<file path="config.mk">
export PLATFORM = sky130hd
export DESIGN_NAME = pipe_stage_skid
export DESIGN_NICKNAME = d
export VERILOG_FILES = /design/src/rtl/pipe_stage_skid.sv
export SDC_FILE = /design/constraint.sdc
export NUM_CORES = 1
export LEC_CHECK = 0
export BUFFER_PORTS_ARGS = -buffer_cell sky130_fd_sc_hd__buf_4
export CORE_MARGIN = 8
export CORE_UTILIZATION = 57
export CTS_CLUSTER_DIAMETER = 200
export DETAILED_ROUTE_END_ITERATION = 8
export MAX_ROUTING_LAYER = met4
export PLACE_DENSITY_LB_ADDON = 0.15
export SLEW_MARGIN = 25
export SYNTH_ARGS = -nofsm -noshare
export SYNTH_HDL_FRONTEND = slang
export SYNTH_SLANG_ARGS = --single-unit
</file>
<file path="constraint.sdc">
create_clock -name clk -period 5.13 [get_ports clk]
set_input_delay 1.026 -clock clk [delete_from_list [all_inputs] [get_ports clk]]
set_output_delay 1.026 -clock clk [all_outputs]
set_load 0.05 [all_outputs]
</file>
<file path="src/rtl/pipe_stage_skid.sv">
// -----------------------------------------------------------------------------
// pipe_stage_skid
//
// Elastic pipeline stage register for the CPU datapath. It generalises the
// fixed-field stage flip-flop found between ID/EX, EX/MEM and MEM/WB into a
// valid/ready stage that carries a control bundle and a data bundle.
//
// A one-entry skid register lets the stage keep accepting at full rate while
// in_ready is decoded purely from registered state. Without it, in_ready would
// need a combinational path from out_ready. The stage also provides:
//   - flush: drops every held entry and any entry accepted in the same cycle
//   - control gating: a bubble never drives live control bits downstream
//   - a saturating bubble counter for stall profiling
//
// Parameters
//   CTRL_W      control bundle width (default packs RegDst, ALUOp1, ALUOp0,
//               ALUSrc, Branch, MemRead, MemWrite, RegWrite, MemtoReg)
//   DATA_W      data bundle width (sign-extended immediate, register ids, ...)
//   CNT_W       bubble counter width
//
// Ports
//   clk         clock, all state updates on the rising edge
//   rst         synchronous active-high reset
//   in_valid    upstream presents a valid instruction
//   in_ready    stage can accept this cycle
//   in_ctrl     upstream control bundle
//   in_data     upstream data bundle
//   flush       discard all held and incoming entries
//   out_valid   downstream entry valid
//   out_ready   downstream consumes this cycle
//   out_ctrl    control bundle, forced to zero while out_valid is low
//   out_data    data bundle, keeps the last loaded value while invalid
//   bubble_clr  clear the bubble counter (wins over an increment)
//   bubble_cnt  cycles with out_ready high and out_valid low, saturating
// -----------------------------------------------------------------------------
module pipe_stage_skid #(
    parameter int CTRL_W = 9,
    parameter int DATA_W = 32,
    parameter int CNT_W  = 16
) (
    input  logic              clk,
    input  logic              rst,
    input  logic              in_valid,
    output logic              in_ready,
    input  logic [CTRL_W-1:0] in_ctrl,
    input  logic [DATA_W-1:0] in_data,
    input  logic              flush,
    output logic              out_valid,
    input  logic              out_ready,
    output logic [CTRL_W-1:0] out_ctrl,
    output logic [DATA_W-1:0] out_data,
    input  logic              bubble_clr,
    output logic [CNT_W-1:0]  bubble_cnt
);

    // Occupancy of the stage. ONE means only the main register holds an
    // entry. TWO means the skid register holds the younger entry as well.
    typedef enum logic [1:0] {
        S_EMPTY = 2'd0,
        S_ONE   = 2'd1,
        S_TWO   = 2'd2
    } state_t;

    state_t              r_state;
    state_t              w_next_state;

    logic [CTRL_W-1:0]   r_main_ctrl;
    logic [DATA_W-1:0]   r_main_data;
    logic [CTRL_W-1:0]   r_skid_ctrl;
    logic [DATA_W-1:0]   r_skid_data;
    logic [CNT_W-1:0]    r_bubble_cnt;

    logic                w_accept;
    logic                w_consume;
    logic                w_load_main_in;
    logic                w_load_main_skid;
    logic                w_load_skid;
    logic                w_bubble;
    logic                w_cnt_max;

    // ------------------------------------------------------------------
    // Handshake decode
    // ------------------------------------------------------------------
    // in_ready depends only on the registered state and on rst. It never
    // looks at out_ready or flush, so the upstream ready path stays short.
    assign in_ready  = (r_state != S_TWO) && !rst;
    assign out_valid = (r_state != S_EMPTY);

    assign w_accept  = in_valid && in_ready;
    assign w_consume = out_valid && out_ready;

    // ------------------------------------------------------------------
    // Next-state and load-enable decode
    // ------------------------------------------------------------------
    always_comb begin
        // NOTE: every signal driven here gets a default first. A path that
        // forgot to assign one would otherwise infer a latch.
        w_next_state     = r_state;
        w_load_main_in   = 1'b0;
        w_load_main_skid = 1'b0;
        w_load_skid      = 1'b0;

        unique case (r_state)
            S_EMPTY: begin
                if (w_accept) begin
                    w_next_state   = S_ONE;
                    w_load_main_in = 1'b1;
                end
            end
            S_ONE: begin
                if (w_accept && w_consume) begin
                    // Head leaves and the newcomer takes its place directly.
                    w_next_state   = S_ONE;
                    w_load_main_in = 1'b1;
                end else if (w_accept) begin
                    // Downstream stalled: park the newcomer behind the head.
                    w_next_state = S_TWO;
                    w_load_skid  = 1'b1;
                end else if (w_consume) begin
                    w_next_state = S_EMPTY;
                end
            end
            S_TWO: begin
                // in_ready is low here, so only a consume can move things.
                if (w_consume) begin
                    w_next_state     = S_ONE;
                    w_load_main_skid = 1'b1;
                end
            end
            default: begin
                w_next_state = S_EMPTY;
            end
        endcase

        // Flush overrides everything. Loads are suppressed as well, so an
        // entry accepted in the flush cycle never reaches out_data.
        if (flush) begin
            w_next_state     = S_EMPTY;
            w_load_main_in   = 1'b0;
            w_load_main_skid = 1'b0;
            w_load_skid      = 1'b0;
        end
    end

    // ------------------------------------------------------------------
    // State and payload registers
    // ------------------------------------------------------------------
    // NOTE: sequential state uses non-blocking assignments only, so every
    // register samples pre-edge values regardless of statement order.
    always_ff @(posedge clk) begin
        if (rst) begin
            r_state     <= S_EMPTY;
            r_main_ctrl <= '0;
            r_main_data <= '0;
            r_skid_ctrl <= '0;
            r_skid_data <= '0;
        end else begin
            r_state <= w_next_state;

            if (w_load_main_in) begin
                r_main_ctrl <= in_ctrl;
                r_main_data <= in_data;
            end else if (w_load_main_skid) begin
                r_main_ctrl <= r_skid_ctrl;
                r_main_data <= r_skid_data;
            end

            if (w_load_skid) begin
                r_skid_ctrl <= in_ctrl;
                r_skid_data <= in_data;
            end
        end
    end

    // ------------------------------------------------------------------
    // Bubble counter
    // ------------------------------------------------------------------
    // A bubble is a cycle where downstream could take an entry but none is
    // offered. Flush does not touch the count.
    assign w_bubble  = out_ready && !out_valid;
    assign w_cnt_max = &r_bubble_cnt;

    always_ff @(posedge clk) begin
        if (rst) begin
            r_bubble_cnt <= '0;
        end else if (bubble_clr) begin
            r_bubble_cnt <= '0;
        end else if (w_bubble && !w_cnt_max) begin
            r_bubble_cnt <= r_bubble_cnt + 1'b1;
        end
    end

    // ------------------------------------------------------------------
    // Outputs
    // ------------------------------------------------------------------
    // Gating the control bundle means a bubble can never assert RegWrite,
    // MemWrite or Branch downstream. The data bundle is left ungated.
    assign out_ctrl   = out_valid ? r_main_ctrl : '0;
    assign out_data   = r_main_data;
    assign bubble_cnt = r_bubble_cnt;

endmodule

</file>
==> metrics.md <==
| Metric | Value |
|---|---|
| Status | `finished, final reports clean` |
| Leading area contributor after synthesis | `dfxtp_1` |
| Antenna violations before repair | `0` |
| GRT Util Overall | `20.49%` |
| CTS tree | `built` |
| I/O pin cnt | `106` |
| Worst-margin pin slew | `0.8818 ns` |
| Vias in the first global route | `3,629` |
| Reg2Reg Launch Point | `r_state[1]$_SDFFE_PP0P_` |
| Warning count from the yosys run | `0` |
| Cell variety after synth | `34` |
| H-tree depth | `3` |
| HP Class | `reg -> reg` |
| Req. time, crit path | `5.33 ns` |
| Post-CTS setup buffers | `0` |
| Sequential element share of the synthesized area | `47.96%` |
| Syn Area/Cell | `8.571 µm²` |
| Total of max-cap violations | `0` |
| Startpoint types | `input port` |
| Critical path's top delay family | `simple AND/OR/NAND/NOR gates` |
| Worst Setup End Kind | `register` |
| Cell Pwr Density | `278.5 mW/mm²` |
| Number of synthesized flops with an enable pin | `0` |
| Peak Freq | `305.0 MHz` |
| Hold-fix buffers at CTS | `0` |
| Hold path depth | `2` |
| Synth area leaders | `dfxtp_1 (48%), mux2i_1 (10%), nand2_1 (7.8%)` |
| Placed cells | `659` |
| Post-Synthesis Net Count | `535` |
| Min Hold Slack | `0.4587 ns` |
| Hold Vio Cnt, Final | `0` |
| Antenna Nets Post-Route | `0` |
| RSZ-0062 raised after global routing | `false` |
| Vias per cell | `5.536` |
| Predominant post-synthesis flop cell | `dfxtp_1` |
| Worst path slowest cell | `nor4b_1` |
| Seq cells post-synth | `100` |
| Post-Syn Area | `0.004174 mm²` |
| Min-delay src | `r_skid_data[29]$_SDFFE_PP0P_` |
| Slowest stage delay, CP | `0.73 ns` |
| Final min period | `3.279 ns` |
| Worst reg2reg endpoint | `r_skid_ctrl[3]$_SDFFE_PP0P_` |
| Drt wl/cell | `14.74 µm` |
| Slew HR | `41.22%` |
| Clock buffer depth | `2` |
| Setup TNS | `0 ns` |
| First-pass GRT wire length | `16,840 µm` |
| DIE AREA | `0.01032 mm²` |
| Total number of vias | `3,737` |
| Share of layout cells above drive strength 1 | `22.92%` |
| Die width | `101.6 µm` |
| Final Routed Wirelength | `9950 µm` |
| Final Non-Filler Cells | `675` |
| Synth Instances | `487` |
| IO Port Bufs | `105` |
| VDD IR max | `0.1525 mV` |
| Async S/R FF share, synth | `0%` |
| Synth top area share | `47.96%` |
| CP Launch Point | `rst` |
| Diodes inserted | `0` |
| Die boundary height | `101.6 µm` |
| Most numerous cell in the Yosys netlist | `dfxtp_1` |
| Cell mode on critical path | `buf_4` |
| Area growth from synthesis to layout | `23.98%` |
| GR Overflow Total | `0` |
| Post-cts sizing count | `0` |
| DP HPWL | `6796 µm` |
| Worst R2R Path Depth | `5` |
| TritonCTS Buffers | `9` |
| DRC Markers | `0` |
| CP Max Fanout | `89` |
| Most frequent cells after synthesis | `dfxtp_1 (100), nand2_1 (87), a21oi_1 (55), nor2_1 (47), mux2i_1 (42)` |
| Layout fillers | `588` |
| Core footprint | `0.007176 mm²` |
| Pin count of the biggest net entering global routing | `90` |
| Post-layout net count | `619` |
| Initial Utilization | `58.17%` |
| Max Transition Viols Final | `0` |
| Crit path buf inv count | `2` |
| # setup viols final | `0` |
| TritonRoute pass-1 iters | `4` |
| Final Skew | `0.01054 ns` |
| Clk sinks | `100` |
| GP Congestion | `0.7871` |
| Initial DRC count | `174` |
| Worst skew pair latency | `0.36 ns` |
| Crit Path Class | `in -> reg` |
| CP Cell Sequence | `buf_4 > nor4b_1 > nand3b_1 > buf_4 > nand2_1 > a21oi_1` |
| Slack of the worst reg-to-reg path | `2.61 ns` |
| Final period util | `63.92%` |
| Hold EP | `r_skid_data[29]$_SDFFE_PP0P_` |
| Crit path arrival time | `3.48 ns` |
| Std-Cell Rows | `31` |
| Reg clk slew, reported paths | `0.09 ns` |
| Clk root buf | `clkbuf_8` |
| Pleak | `1.845 nW` |
[state kept, by name, indices dropped and copies added, names as in the netlist]
signal       flops
bubble_cnt      16
out_data        32
r_skid_data     32
r_skid_ctrl      9
r_main_ctrl      9
r_state          2
[tightest hold or removal path: stages (launching register included)]
cell	delay, ns
dfxtp_1	0.32
nand2_1	0.05
a21oi_1	0.05
[area by class of cell]
class | count | area, µm² | area share (%)
Multi-Input combinational cell | 346 | 2029 | 39.22
Sequential cell | 100 | 2002 | 38.68
Timing Repair Buffer | 110 | 825.8 | 15.96
Clock buffer | 12 | 155.1 | 2.998
Tap cell | 99 | 123.9 | 2.394
Clock inverter | 4 | 23.77 | 0.4594
Inverter | 4 | 15.01 | 0.2901
[metrics by stage]
| step | total power, mW | util [%] | setup slack, ns | cell area, µm² |
|---|---|---|---|---|
| global placement | 0.9957 | 69.54 | 1.601 | 4990 |
| CTS | 1.453 | 72.12 | 1.870 | 5175 |
| finish | 1.441 | 72.12 | 1.851 | 5175 |
| global route | 1.498 | 72.12 | 1.608 | 5175 |
| floorplan | 0.9293 | - | 1.856 | 4174 |
| detailed placement | 0.9986 | 69.63 | 1.486 | 4996 |
[cell usage in the layout (no fill, tap or decap), drive strengths merged, types with 4 or more instances in the layout]
master and count:
clkbuf 12, nand2 87, clkinv 4, a211oi 41, a21oi 55, or4 5, nor2 47, dfxtp 100
nand4 7, o31ai 6, nor2b 11, or3 8, nand3 4, nor3 4, inv 4, o21ai 6
mux2i 42, buf 110
[routing by layer]
metal  global-route usage (%)  wire, µm  vias up
li1                         -         -     1884
met1                    25.02      4468     1746
met2                    32.39      4740       96
met3                    4.948       627       11
met4                    6.644       114        0
met5                        -         0        -
[cells by family after synthesis]
logic type,share of synthesized area [%]
and+or+nand+nor,20.26
AOI/OAI and AO/OA,17.42
DFF,47.96
muxes,10.07
buffers and inverters,3.987
adders and majority gates,0.2997
[where the power goes]
group          total (mW)  internal, mW  switching, mW
combinational       0.173        0.0632          0.110
sequential          0.807         0.795         0.0117
clock               0.461         0.202          0.259
[worst max path at each step]
stage                                               to  depth (start not counted)
final                      r_skid_ctrl[3]$_SDFFE_PP0P_                          6
after detailed placement  r_skid_data[30]$_SDFFE_PP0P_                          6
after global placement    r_skid_data[18]$_SDFFE_PP0P_                          6
after CTS                 r_skid_data[30]$_SDFFE_PP0P_                          6
after global routing      r_skid_data[24]$_SDFFE_PP0P_                          6
after floorplan                               in_ready                          4
No activity file was read; power rests on OpenSTA's default activity.
